[config.mk]
export PLATFORM = sky130hd
export DESIGN_NAME = pulse_period_meter_mc
export DESIGN_NICKNAME = d
export VERILOG_FILES = /design/src/rtl/pulse_period_meter_mc.sv
export SDC_FILE = /design/constraint.sdc
export NUM_CORES = 1
export LEC_CHECK = 0
export BUFFER_PORTS_ARGS = -buffer_cell sky130_fd_sc_hd__buf_2
export CAP_MARGIN = 30
export CORE_ASPECT_RATIO = 1.75
export CORE_MARGIN = 2
export CORE_UTILIZATION = 37
export CTS_BUF_LIST = sky130_fd_sc_hd__clkbuf_4 sky130_fd_sc_hd__clkbuf_8 sky130_fd_sc_hd__clkbuf_16
export DETAILED_ROUTE_END_ITERATION = 8
export PLACE_DENSITY = 0.52
export SYNTH_ARGS = -nofsm -noshare
export SYNTH_HDL_FRONTEND = slang
export SYNTH_SLANG_ARGS = --single-unit
[constraint.sdc]
create_clock -name i_clk -period 2.7 [get_ports i_clk]
set_clock_uncertainty 0.2 [all_clocks]
set_input_delay 0.135 -clock i_clk [delete_from_list [all_inputs] [get_ports i_clk]]
set_output_delay 0.135 -clock i_clk [all_outputs]
set_load 0.005 [all_outputs]
[src/rtl/pulse_period_meter_mc.sv]
// Multi-channel pulse period meter: measures clock cycles between qualifying edges per channel.
// Latency: an edge seen in cycle t presents on o_vld at t+2 when the output register is free.
// Backpressure: output holds while o_vld & ~i_rdy; one pending slot per channel, newest wins (sticky o_overrun).
//
// Ports: i_clk, i_rst_n (sync, active-low), i_pulse/i_en (per channel), i_edge_mode (00 rise,
// 01 fall, 10 both, 11 rise), o_vld/i_rdy handshake carrying o_ch, o_period, o_ovf; o_overrun sticky.
module pulse_period_meter_mc #(
    parameter int CH_NUM      = 4,
    parameter int CNT_W       = 16,
    parameter int SYNC_STAGES = 2,
    localparam int CH_W       = (CH_NUM > 1) ? $clog2(CH_NUM) : 1
) (
    input  logic              i_clk,
    input  logic              i_rst_n,
    input  logic [CH_NUM-1:0] i_pulse,
    input  logic [CH_NUM-1:0] i_en,
    input  logic [1:0]        i_edge_mode,
    output logic              o_vld,
    input  logic              i_rdy,
    output logic [CH_W-1:0]   o_ch,
    output logic [CNT_W-1:0]  o_period,
    output logic              o_ovf,
    output logic [CH_NUM-1:0] o_overrun
);

    localparam logic [CNT_W-1:0] CNT_MAX = {CNT_W{1'b1}};

    logic [CH_NUM-1:0] sync_q [SYNC_STAGES];
    logic [CH_NUM-1:0] hist_q;
    logic [CNT_W-1:0]  cnt_q [CH_NUM];
    logic [CH_NUM-1:0] cnt_ovf_q;
    logic [CH_NUM-1:0] armed_q;
    logic [CH_NUM-1:0] pend_q;
    logic [CNT_W-1:0]  pend_per_q [CH_NUM];
    logic [CH_NUM-1:0] pend_ovf_q;
    logic [CH_W-1:0]   ptr_q;

    logic [CH_NUM-1:0] sync_out;
    logic [CH_NUM-1:0] edge_hit;
    logic [CH_NUM-1:0] meas;
    logic [CH_NUM-1:0] xfer;
    logic              out_free;
    logic              gnt_found;
    logic [CH_W-1:0]   gnt_idx;
    logic [CH_W:0]     scan_idx;

    assign sync_out = sync_q[SYNC_STAGES-1];
    assign out_free = ~o_vld | i_rdy;

    // Edge qualification compares the synchroniser output against one more flop of history.
    always_comb begin
        edge_hit = '0;
        case (i_edge_mode)
            2'b01:   edge_hit = ~sync_out & hist_q;
            2'b10:   edge_hit = sync_out ^ hist_q;
            default: edge_hit = sync_out & ~hist_q;
        endcase
        edge_hit = edge_hit & i_en;
        meas     = edge_hit & armed_q;
    end

    // Round-robin: scan starting one past the last granted channel, wrapping at CH_NUM.
    // scan_idx is one bit wider than CH_W so ptr+i never overflows before the wrap.
    always_comb begin
        gnt_found = 1'b0;
        gnt_idx   = '0;
        scan_idx  = '0;
        for (int i = 1; i <= CH_NUM; i++) begin
            scan_idx = {1'b0, ptr_q} + (CH_W+1)'(i);
            if (scan_idx >= (CH_W+1)'(CH_NUM)) begin
                scan_idx = scan_idx - (CH_W+1)'(CH_NUM);
            end
            if (!gnt_found && pend_q[scan_idx[CH_W-1:0]]) begin
                gnt_found = 1'b1;
                gnt_idx   = scan_idx[CH_W-1:0];
            end
        end
        xfer = '0;
        if (out_free && gnt_found) begin
            xfer[gnt_idx] = 1'b1;
        end
    end

    always_ff @(posedge i_clk) begin
        if (!i_rst_n) begin
            for (int s = 0; s < SYNC_STAGES; s++) begin
                sync_q[s] <= '0;
            end
            hist_q     <= '0;
            cnt_ovf_q  <= '0;
            armed_q    <= '0;
            pend_q     <= '0;
            pend_ovf_q <= '0;
            o_overrun  <= '0;
            for (int k = 0; k < CH_NUM; k++) begin
                cnt_q[k]      <= '0;
                pend_per_q[k] <= '0;
            end
            ptr_q    <= CH_W'(CH_NUM - 1);
            o_vld    <= 1'b0;
            o_ch     <= '0;
            o_period <= '0;
            o_ovf    <= 1'b0;
        end else begin
            sync_q[0] <= i_pulse;
            for (int s = 1; s < SYNC_STAGES; s++) begin
                sync_q[s] <= sync_q[s-1];
            end
            hist_q <= sync_out;

            for (int k = 0; k < CH_NUM; k++) begin
                if (!i_en[k]) begin
                    cnt_q[k]     <= '0;
                    cnt_ovf_q[k] <= 1'b0;
                    armed_q[k]   <= 1'b0;
                    pend_q[k]    <= 1'b0;
                    o_overrun[k] <= 1'b0;
                end else begin
                    // Counter restarts at 1 so the value sampled at the next edge equals the distance.
                    if (edge_hit[k]) begin
                        cnt_q[k]     <= {{(CNT_W-1){1'b0}}, 1'b1};
                        cnt_ovf_q[k] <= 1'b0;
                        armed_q[k]   <= 1'b1;
                    end else if (cnt_q[k] == CNT_MAX) begin
                        cnt_ovf_q[k] <= 1'b1;
                    end else begin
                        cnt_q[k] <= cnt_q[k] + 1'b1;
                    end

                    // A measurement coinciding with a transfer refills the slot; that is not an overrun.
                    if (meas[k]) begin
                        pend_q[k]     <= 1'b1;
                        pend_per_q[k] <= cnt_q[k];
                        pend_ovf_q[k] <= cnt_ovf_q[k];
                        if (pend_q[k] && !xfer[k]) begin
                            o_overrun[k] <= 1'b1;
                        end
                    end else if (xfer[k]) begin
                        pend_q[k] <= 1'b0;
                    end
                end
            end

            if (out_free) begin
                if (gnt_found) begin
                    o_vld    <= 1'b1;
                    o_ch     <= gnt_idx;
                    o_period <= pend_per_q[gnt_idx];
                    o_ovf    <= pend_ovf_q[gnt_idx];
                    ptr_q    <= gnt_idx;
                end else begin
                    o_vld <= 1'b0;
                end
            end
        end
    end

endmodule

; ---- Word level (Yosys, flattened, before mapping)
; Memory sizes are Yosys's and may differ from the RTL's. A register that Yosys moved wholly into a read port is not among the register bits.
; Index checks and enable logic that the tools add are counted.
[word_totals]
regBits = 30
ramBits = 136
input_bits = 13
elab_cells = 245
mem_count = 3
[memory_table]
columns = memory, words, width, read_ports, rd_clocked_by_memory_dff, wr, line
row1 = cnt_q, 4, 16, 4, 0, 4, 30  ; logic [CNT_W-1:0] cnt_q [CH_NUM];
row2 = pend_per_q, 4, 16, 1, 1, 4, 34  ; logic [CNT_W-1:0] pend_per_q [CH_NUM];
row3 = sync_q, 2, 4, 2, 0, 2, 28  ; logic [CH_NUM-1:0] sync_q [SYNC_STAGES];
[classes]
addsub = 12
order_cmp = 10
n_eq_ne = 6
n_mux = 119
bitwise = 32
n_reduce_logical = 38
[ops]
columns = operator, count
row1 = $mux 16, 16
row2 = $mux 1, 85
row3 = $add 16x1->16 const B, 4
row4 = $eq 16x16->1 const B, 4
row5 = $reduce_and 2->1, 13
row6 = $or 1x1->1, 19
row7 = $and 4x4->4, 4
row8 = $mux 2, 8
row9 = $lt 2x3->1 const B, 5
row10 = $ge 3x3->1 const B, 4
row11 = $mux 4, 3
row12 = $reduce_or 3->1, 4
row13 = $bmux 1 s2, 5
row14 = $logic_and 1x1->1, 9
row15 = $logic_not 1->1, 8
row16 = $not 4->4, 2
row17 = $pmux 4 s2, 1
row18 = $reduce_bool 2->1, 4
row19 = $sub 2x1->2 const B, 4
row20 = $add 2x2->3 const B, 2
row21 = $not 1->1, 6
row22 = $xor 4x4->4, 1
row23 = $add 2x1->3 const B, 1
row24 = $add 2x3->3 const B, 1
row25 = other kinds (4), 4

; ---- Longest topological paths before layout
; Gate-level depths: netlist (run 1).
[depth]
ltp_word = 23
depth_mapped = 9

; ---- Worst setup path before layout (run 1)
; No wires, ideal clock.
[synth_timing]
kind = register to register
startpoint = register hist_q[0]
endpoint = memory cnt_q[0][0] (enable)
setup_ns = 0.375
t_arrival_ns = 1.825
setup_slack_ns = 0.301
path_stages_with_launch = 8
synth_period_minus_slack_ns = 2.399
cell_sequence = dfxtp_1 -> inv_1 -> ha_1 -> nand2b_1 -> a31oi_1 -> or2_2 -> buf_2 -> nand2b_1
[synth_rtl]
columns = item, line
row1 = start: declaration, 29  ; logic [CH_NUM-1:0] hist_q;
row2 = start signal: assignment, 109  ; hist_q <= sync_out;
row3 = end: declaration, 30

==> reports/metrics.cfg, run 1 <==
[sta]
worst_slew_pin_slew_ns=0.789
fin_crit_ns=2.52
finalMaxSlewViolations=0
fin_ws_ns=0.179
setup_viol=0
relSlewSlack_pct=47.4
fmax_mhz=397
hold_viol_final=0
finalCritPeriodShare_pct=93.4
rsz0062_at_grt=no
fin_setup_tns_ns=0

[final_layout]
antenna_cells=0
fillers=2147
synthToLayoutAreaGrowth_pct=15.4
design_area_sq_um=9720
drive_gt1_share_pct=14.6
nets=845

[place]
dp.final_hpwl_um=15400
io_buffers=36
post-place-ws_ns=0.132
gp_congestion=0.856
post_dp_cell_area_sq_um=8990

[die]
start_util_pct=37.4
io_pins=37
rows=73
dieHeight_um=204
die_w_um=118
core_area_sq_um=22600
die_area_sq_um=24000

[global_route]
grt.total_usage_pct=17.8
antenna_found_initial=0
grt_pass1_vias=6078
grt_max_degree=35
globalRouteOverflowTotal=0
grt_pass1_wl_um=32800

[worst_hold_path]
hold_path_class=in -> reg

[routing]
vias_per_cell=5.12
routed_wl_um=20600
drc_errors=0
dr.first_iter.drc_count=348
routedWlPerCell_um=18.2
drt_pass1_iterations=4
ant_nets=0
vias=5793

[run]
maxCapViolCount=0

[synthesis]
netlist_instances=769
synth_area_sq_um=8430
yosys_warnings=0
synth_compound_area_share_pct=9.07
synth-simple-area-share_pct=20.9
synthMuxAreaShare_pct=0.356
synth_fp_nets=796
ys.flop_type=edfxtp_1
async_flop_share_pct=0
yosys_register_bits=182
synthAdderAreaFrac_pct=2.08
synth_top_family_by_area=simple AND/OR/NAND/NOR gates
synth_enable_flop_cells=128
ys_seq_area_share_pct=58.4
synth_area_per_cell_sq_um=11.0
synth_xor_xnor_area_share_pct=5.51
synth_cell_type_count=56

[power]
power_density_nw_per_um2=610
vdd_drop_max_uv=439
p_leak_nw=3.66

[setup_path]
worstPathRequired_ns=2.63
cp-start-kind=register
worstPathArrival_ns=2.45
cp_max_fo=16
path_class=reg -> reg
worstSetupEndpointType=register

[clocking]
cts_buffers=17
cts_buffer_depth=2
clk_latency_ns=0.44
cts_setup_buffers=0
cts_sinks=182
htreeDepth=4
clk_pin_slew_worst_paths_ns=0.07
cts-root-buf=clkbuf_16
cts_tree=built

[status]
status=complete, no violations

[metal layers]
metal | GRT usage (%) | vias to the layer above | part of all wire (%)
met5 | 0 | - | 0
met4 | 10.8 | 0 | 4.8
met3 | 3.94 | 50 | 3.4
met2 | 32.2 | 110 | 53
met1 | 18.6 | 2799 | 39
li1 | - | 2834 | -
[sequential cells by signal, summed over array words and instances, names as in the netlist]
register    cells
o_vld           1
pend_q          4
o_ovf           1
hist_q          4
cnt_q          64
ptr_q           2
o_overrun       4
o_period       16
pend_ovf_q      4
cnt_ovf_q       4
sync_q          8
armed_q         4
o_ch            2
pend_per_q     64
[synthesized netlist by cell type (2+ instances only)]
cell type / n / area (sq um)
mux2i_1: 3 / 30.0
buf_4: 5 / 37.5
o21a_1: 2 / 15.0
o21ai_0: 25 / 125
and2_1: 57 / 357
nand2_1: 41 / 154
nor3_1: 9 / 45.0
a21boi_0: 2 / 15.0
or2_2: 5 / 31.3
o31ai_1: 3 / 22.5
dfxtp_1: 54 / 1080
a31oi_1: 26 / 163
o2bb2ai_1: 2 / 17.5
nor2_1: 104 / 390
nand3_1: 65 / 325
nand2b_1: 8 / 50.1
or3_1: 2 / 12.5
edfxtp_1: 128 / 3840
buf_6: 2 / 22.5
nand3b_1: 2 / 15.0
clkbuf_1: 20 / 75.1
or2_1: 3 / 18.8
a221oi_1: 6 / 52.6
buf_2: 14 / 70.1
and4_1: 7 / 61.3
xnor2_1: 19 / 166
nor4_1: 2 / 12.5
and3_1: 27 / 169
xor2_1: 34 / 298
nand4_1: 9 / 56.3
a221oi_2: 10 / 150
inv_1: 21 / 78.8
a21oi_1: 11 / 55.1
o21ba_2: 4 / 40.0
ha_1: 14 / 175
nor2b_1: 3 / 18.8
[kinds of logic (layout without fill, tap and decap cells)]
group	count (synthesis)	count (layout)
fa+ha+maj	14	14
buf+inv	64	126
flops	182	182
mux	3	3
compound gates	104	104
simple gates	349	349
xor+xnor	53	53
[per-stage QoR]
step	util (%)	hold slack [ns]	cells	power [mW]
CTS	43.1	0.189	1131	5.98
global placement	39.9	0.142	1089	3.36
finish	43.1	0.213	1131	5.93
floorplan	-	0.0623	769	3.26
detailed placement	39.9	0.145	1089	3.36
global route	43.1	0.252	1131	6.11
[final cells by class]
| type | instances | area [sq um] | area share [%] |
|---|---|---|---|
| clock buffer | 22 | 522 | 5.37 |
| timing repair buffer | 72 | 500 | 5.15 |
| sequential | 182 | 4920 | 50.7 |
| inverter | 22 | 82.6 | 0.849 |
| multi-input combinational | 523 | 3220 | 33.1 |
| tap | 300 | 375 | 3.86 |
| clock inverter | 10 | 101 | 1.04 |
[placed cells by master, fill, tap and decap left out, types with 3 or more instances in the layout]
cell type	instances
a21oi_1	11
a221oi_1	6
a221oi_2	10
a31oi_1	25
and2_1	57
and3_1	27
and4_1	7
buf_2	36
buf_4	24
clkbuf_16	20
dfxtp_1	54
dlygate4sd3_1	10
edfxtp_1	128
ha_1	14
inv_1	21
inv_6	5
mux2i_1	3
nand2_1	41
nand2b_1	8
nand3_1	65
nand4_1	9
nor2_1	104
nor2b_1	3
nor3_1	9
o21ai_0	25
o21ba_2	4
or2_1	3
or2_2	5
xnor2_1	19
xor2_1	34
[critical path: stages, from the launching register on]
cell	delay [ns]
dfxtp_1	0.33
inv_1	0.05
ha_1	0.26
nand2b_1	0.09
a31oi_1	0.17
or2_2	0.40
or3_2	0.70
[report_power, final]
group	total (mW)	switching, mW	leakage (nW)	internal, mW
Clock	2.61	1.13	0.308	1.49
Combinational	0.240	0.149	1.46	0.0908
Sequential	3.08	0.0440	1.89	3.03
[path summary, 6_finish.rpt]
path / slack (ns) / start / endpoint / cells after the start
worst max-delay path: 0.18 / hist_q[1] / cnt_q[1][10] / 6
worst max register to register: 0.18 / hist_q[1] / cnt_q[1][10] / 6
worst min-delay path: 0.21 / i_edge_mode[1] / armed_q[1] / 6
worst min register to register: 0.23 / sync_q[0][2] / sync_q[0][6] / 1
[repair_timing]
action / 4_1_cts / 5_1_grt
endpoints found under the setup margin: 0 / 13
endpoints found under the hold margin: 23 / 0
hold buffers: 10 / 0
resized for setup: 0 / 2
Note: power is estimated with default switching activity, not from simulation.
==> inputs of run 2 (changes only) <==
--- a/config.mk
+++ b/config.mk
@@ -9,10 +9,10 @@
 export CAP_MARGIN = 30
 export CORE_ASPECT_RATIO = 1.75
 export CORE_MARGIN = 2
-export CORE_UTILIZATION = 37
+export CORE_UTILIZATION = 60
 export CTS_BUF_LIST = sky130_fd_sc_hd__clkbuf_4 sky130_fd_sc_hd__clkbuf_8 sky130_fd_sc_hd__clkbuf_16
 export DETAILED_ROUTE_END_ITERATION = 8
-export PLACE_DENSITY = 0.52
+export PLACE_DENSITY = 0.78
 export SYNTH_ARGS = -nofsm -noshare
 export SYNTH_HDL_FRONTEND = slang
 export SYNTH_SLANG_ARGS = --single-unit
==> run 2 against run 1 <==
Compared with the run above:
- cell count fell by 11%
- critical path depth did not move
- clock power decreased by 2%
- power down 1.0%
- register-to-register slack gained 0.03 ns
- critical path type unchanged
- routed wire length shrank 10%
- largest cell class unchanged
- global-route usage is 8.1 points higher
- sequential cell count is the same
==> reports/metrics.cfg, run 2 (synthesis gave the netlist of run 1 again) <==
[global_route]
grt_max_degree=35
grt_busiest_layer=met2
grt_use_met3_pct=4.69
grt_pass1_wl_um=30300
grt.total_usage_pct=25.9
grtUsageMet1_pct=29.9
met2_usage_pct=45.0
globalRouteOverflowTotal=0
antenna_found_initial=0
grt_pass1_vias=5987

[sta]
finalCritPeriodShare_pct=92.3
fin_crit_ns=2.49
rsz0062_at_grt=no
worst_slew_pin_slew_ns=0.954
finalMaxSlewViolations=0
whs_ns=0.252
fmax_mhz=401
relSlewSlack_pct=36.4
fin_ws_ns=0.209
hold_viol_final=0
setup_viol=0
fin_setup_tns_ns=0

[setup_path]
cp-start-kind=register
worstPathArrival_ns=2.60
path_class=reg -> reg
worstSetupEndpointType=register
cp_max_fo=11
worstPathRequired_ns=2.81

[run]
maxCapViolCount=0

[worst_hold_path]
hold_path_class=in -> reg

[final_layout]
final_common_cell=edfxtp_1
antenna_cells=0
synthToLayoutAreaGrowth_pct=13.1
final_cell_mix=128 x edfxtp_1, 104 x nor2_1, 65 x nand3_1
drive_gt1_share_pct=14.5
largestRegisters=cnt_q (64), pend_per_q (64), o_period (16)
design_area_sq_um=9530
nets=844

[clocking]
cts_buffers=17
htreeDepth=4
cts_setup_buffers=0
clk_latency_ns=0.43
clk_pin_slew_worst_paths_ns=0.07
cts-root-buf=clkbuf_16
cts_tree=built
cts_sinks=182
cts_buffer_depth=2

[power]
vdd_drop_max_uv=396
p_leak_nw=3.64
power_density_nw_per_um2=616

[die]
die_area_sq_um=15000
core_area_sq_um=13800
dieHeight_um=161
start_util_pct=60.9
rows=57
io_pins=37
die_w_um=93.6

[routing]
vias_per_cell=5.90
drt_pass1_iterations=7
ant_nets=0
drc_errors=0
dr.first_iter.drc_count=468
vias=5946
routed_wl_um=18500
routedWlPerCell_um=18.4

[status]
status=complete, no violations

[place]
io_buffers=36
dp.final_hpwl_um=13500
gp_congestion=0.905
post-place-ws_ns=0.109
post_dp_cell_area_sq_um=8810

## run 2: cell type report
cell class                 instances  area [sq um]
inverter                          22          82.6
tap                              177           221
timing repair buffer              71           483
clock inverter                    14           173
fill                            1023          4300
clock buffer                      18           433
sequential                       182          4930
multi-input combinational        523          3210
## run 2: power by group
| group | internal (mW) | switching [mW] |
|---|---|---|
| clock network | 1.48 | 1.08 |
| logic | 0.0889 | 0.145 |
| registers | 3.03 | 0.0466 |
| total | 4.60 | 1.27 |
## run 2: worst max-delay path, cell delays in order (launching register included)
cell and delay, ns:
dfxtp_1 0.42, or2_1 0.34, a31oi_1 0.30, nand3_1 0.19
o21ai_1 0.28, o31ai_1 0.09, dlygate4sd3_1 0.56
## run 2: repair_timing
item | in CTS | in global routing
hold buffers | 11 | 0
endpoints found under the setup margin | 0 | 17
resized for setup | 0 | 4
endpoints found under the hold margin | 22 | 0
## run 2: worst paths after layout
kind	startpoint	endpoint	slack, ns	depth (start not counted)
min reg2reg	sync_q[0][2]	sync_q[0][6]	0.26	1
max reg2reg	pend_q[1]	o_overrun[3]	0.21	6
min	i_pulse[1]	sync_q[0][1]	0.25	3
max	pend_q[1]	o_overrun[3]	0.21	6
## run 2: per-stage QoR
step	cells	utilization, %	total power [mW]
CTS	1007	68.8	5.89
global route	1007	68.9	6.04
finish	1007	68.9	5.87
detailed placement	964	63.7	3.36
global placement	964	63.7	3.35
floorplan	769	-	3.26
## run 2: routing by layer
metal	wire, um	part of all wire, %
met3	711	3.8
met4	951	5.1
met5	0	0
met1	7230	39
met2	9630	52
==> inputs of run 3 (changes only) <==
--- a/config.mk
+++ b/config.mk
@@ -5,9 +5,10 @@
 export SDC_FILE = /design/constraint.sdc
 export NUM_CORES = 1
 export LEC_CHECK = 0
+export ABC_AREA = 1
 export BUFFER_PORTS_ARGS = -buffer_cell sky130_fd_sc_hd__buf_2
 export CAP_MARGIN = 30
-export CORE_ASPECT_RATIO = 1.75
+export CORE_ASPECT_RATIO = 1.5
 export CORE_MARGIN = 2
 export CORE_UTILIZATION = 60
 export CTS_BUF_LIST = sky130_fd_sc_hd__clkbuf_4 sky130_fd_sc_hd__clkbuf_8 sky130_fd_sc_hd__clkbuf_16
==> run 3 against run 2 <==
Compared with the run above:
- count of clock-buffer cells in the layout increased by 4
- maximum frequency rose by 0.57%
- routed wire length is 1.3% lower
- combinational power grew to 9.4 times the previous value
- critical path depth rose by 7
- setup slack improved by 0.014 ns
==> reports/metrics.cfg, run 3 <==
[synthesis]
synth_common_cells=161 x nand2_1, 161 x nor2_1, 140 x inv_1
synth_fp_nets=1019
yosys_register_bits=182
yosys_warnings=0
synth_area_per_cell_sq_um=8.85
ys.flop_type=edfxtp_1
yosys.area.top_type_share_pct=43.8
yosysTopAreaCell=edfxtp_1
synth_enable_flop_cells=128
ys_seq_area_share_pct=56.1
synth_area_sq_um=8780
synth_cell_type_count=37
netlist_top_cells_area=edfxtp_1 44%, dfxtp_1 12%, nand2_1 6.9%
async_flop_share_pct=0
netlist_instances=992

[final_layout]
synthToLayoutAreaGrowth_pct=15.0
design_area_sq_um=10100
drive_gt1_share_pct=13.0
nets=1087
largestRegisters=cnt_q (64), pend_per_q (64), o_period (16)
antenna_cells=0
final_cell_mix=160 x nor2_1, 160 x nand2_1, 140 x inv_1

[routing]
vias=6778
drt_pass1_iterations=7
dr.first_iter.drc_count=342
drc_errors=0
routed_wl_um=18300
routedWlPerCell_um=14.4
vias_per_cell=5.34
ant_nets=0

[die]
core_area_sq_um=14500
die_w_um=103
io_pins=37
dieHeight_um=152
die_area_sq_um=15600
start_util_pct=60.7
rows=54

[sta]
finalCritPeriodShare_pct=91.7
finalMaxSlewViolations=0
fin_crit_ns=2.48
hold_viol_final=0
worst_slew_pin_slew_ns=0.501
relSlewSlack_pct=66.5
fmax_mhz=404
fin_setup_tns_ns=0
setup_viol=0
rsz0062_at_grt=no

[clocking]
cts_buffer_depth=2
clk_latency_ns=0.42
cts_tree=built
cts_sinks=182
htreeDepth=4
clk_pin_slew_worst_paths_ns=0.07
cts_buffers=17
cts-root-buf=clkbuf_16

[place]
io_buffers=36
gp_congestion=0.944
post_dp_cell_area_sq_um=9330
dp.final_hpwl_um=13500

[setup_path]
crit_buf_inv=4
critPathMaxStageDelay_ns=0.44
path_cells=buf_4 -> nand2_1 -> nand2_1 -> nand2_1 -> nand2_1 -> inv_1 -> nand3_4 -> nand2_1 -> inv_2 -> buf_4 -> nand2_1 -> nor2_1 -> nor2_1
worstPathArrival_ns=2.60
cp_max_fo=28
cp-start-kind=register
path_delay_family=buffers and inverters
worstSetupEndpointType=register
crit_top_cell=nand2_1
worstPathRequired_ns=2.82
path_class=reg -> reg
critPathSlowestCell=dfxtp_1

[power]
p_leak_nw=3.85
power_density_nw_per_um2=798
vdd_drop_max_uv=448

[status]
status=complete, no violations

[global_route]
globalRouteOverflowTotal=0
grt.total_usage_pct=24.5
grt_max_degree=38
grt_pass1_vias=6341
grt_pass1_wl_um=29900
antenna_found_initial=0

[worst_hold_path]
hold_path_class=reg -> reg

[run]
maxCapViolCount=0

==> run 3: repair_timing <==
action,CTS,global route
buffers inserted,0,1
endpoints found under the hold margin,33,0
setup endpoints to repair,0,70
hold buffers,10,0
gates resized for setup,0,6
==> run 3: cell families after synthesis <==
| logic type | Yosys count | share of synthesized area (%) |
|---|---|---|
| AO/OA/AOI/OAI | 98 | 6.07 |
| buffers and inverters | 176 | 8.30 |
| AND/OR/NAND/NOR | 511 | 26.4 |
| XOR/XNOR | 11 | 1.10 |
| adder cells (fa/ha/maj) | 14 | 2.00 |
| flip-flops | 182 | 56.1 |
==> run 3: layout make-up <==
| class | count | area (sq um) |
|---|---|---|
| Multi-Input combinational cell | 634 | 3160 |
| Inverter | 144 | 543 |
| Sequential cell | 182 | 4920 |
| Fill cell | 1124 | 4370 |
| Tap cell | 196 | 245 |
| Timing Repair Buffer | 81 | 606 |
| Clock inverter | 10 | 148 |
| Clock buffer | 22 | 469 |
==> run 3: worst reg2reg max path, stage by stage, from the launching register on <==
cell and delay [ns]:
dfxtp_1 0.44, buf_4 0.18, nand2_1 0.05, nand2_1 0.13, nand2_1 0.07, nand2_1 0.08, inv_1 0.08, nand3_4 0.11
nand2_1 0.11, inv_2 0.39, buf_4 0.26, nand2_1 0.06, nor2_1 0.16, nor2_1 0.05
==> run 3: per-layer routing <==
metal | track usage, % | vias to the layer above | wire (um)
met5 | 0 | - | 0
met4 | 9.96 | 0 | 603
met3 | 3.62 | 38 | 837
met2 | 42.0 | 197 | 9340
met1 | 30.6 | 3115 | 7500
li1 | - | 3428 | -
==> run 3: per-stage QoR <==
step / util, % / worst slack [ns] / total power, mW / instances / hold slack (ns)
global route: 69.8 / 0.00174 / 8.44 / 1269 / 0.252
finish: 69.8 / 0.223 / 8.05 / 1269 / 0.213
CTS: 69.5 / 0.138 / 8.02 / 1268 / 0.216
detailed placement: 64.5 / 0.177 / 5.44 / 1226 / 0.122
floorplan: - / 0.0831 / 4.89 / 992 / 0.0326
global placement: 64.5 / 0.211 / 5.41 / 1226 / 0.122
==> run 3: worst paths after layout <==
path | start | end | slack (ns) | depth (start not counted)
max | ptr_q[0] | o_period[10] | 0.22 | 13
max reg2reg | ptr_q[0] | o_period[10] | 0.22 | 13
min | sync_q[0][2] | sync_q[0][6] | 0.21 | 2
min reg2reg | sync_q[0][2] | sync_q[0][6] | 0.21 | 2
==> run 3: where the power goes <==
part	switching [mW]	total [mW]	internal, mW	leakage [nW]
Sequential	0.106	3.28	3.17	1.88
Clock	1.04	2.57	1.53	0.301
Combinational	1.42	2.21	0.790	1.67
Total	2.56	8.05	5.49	3.85
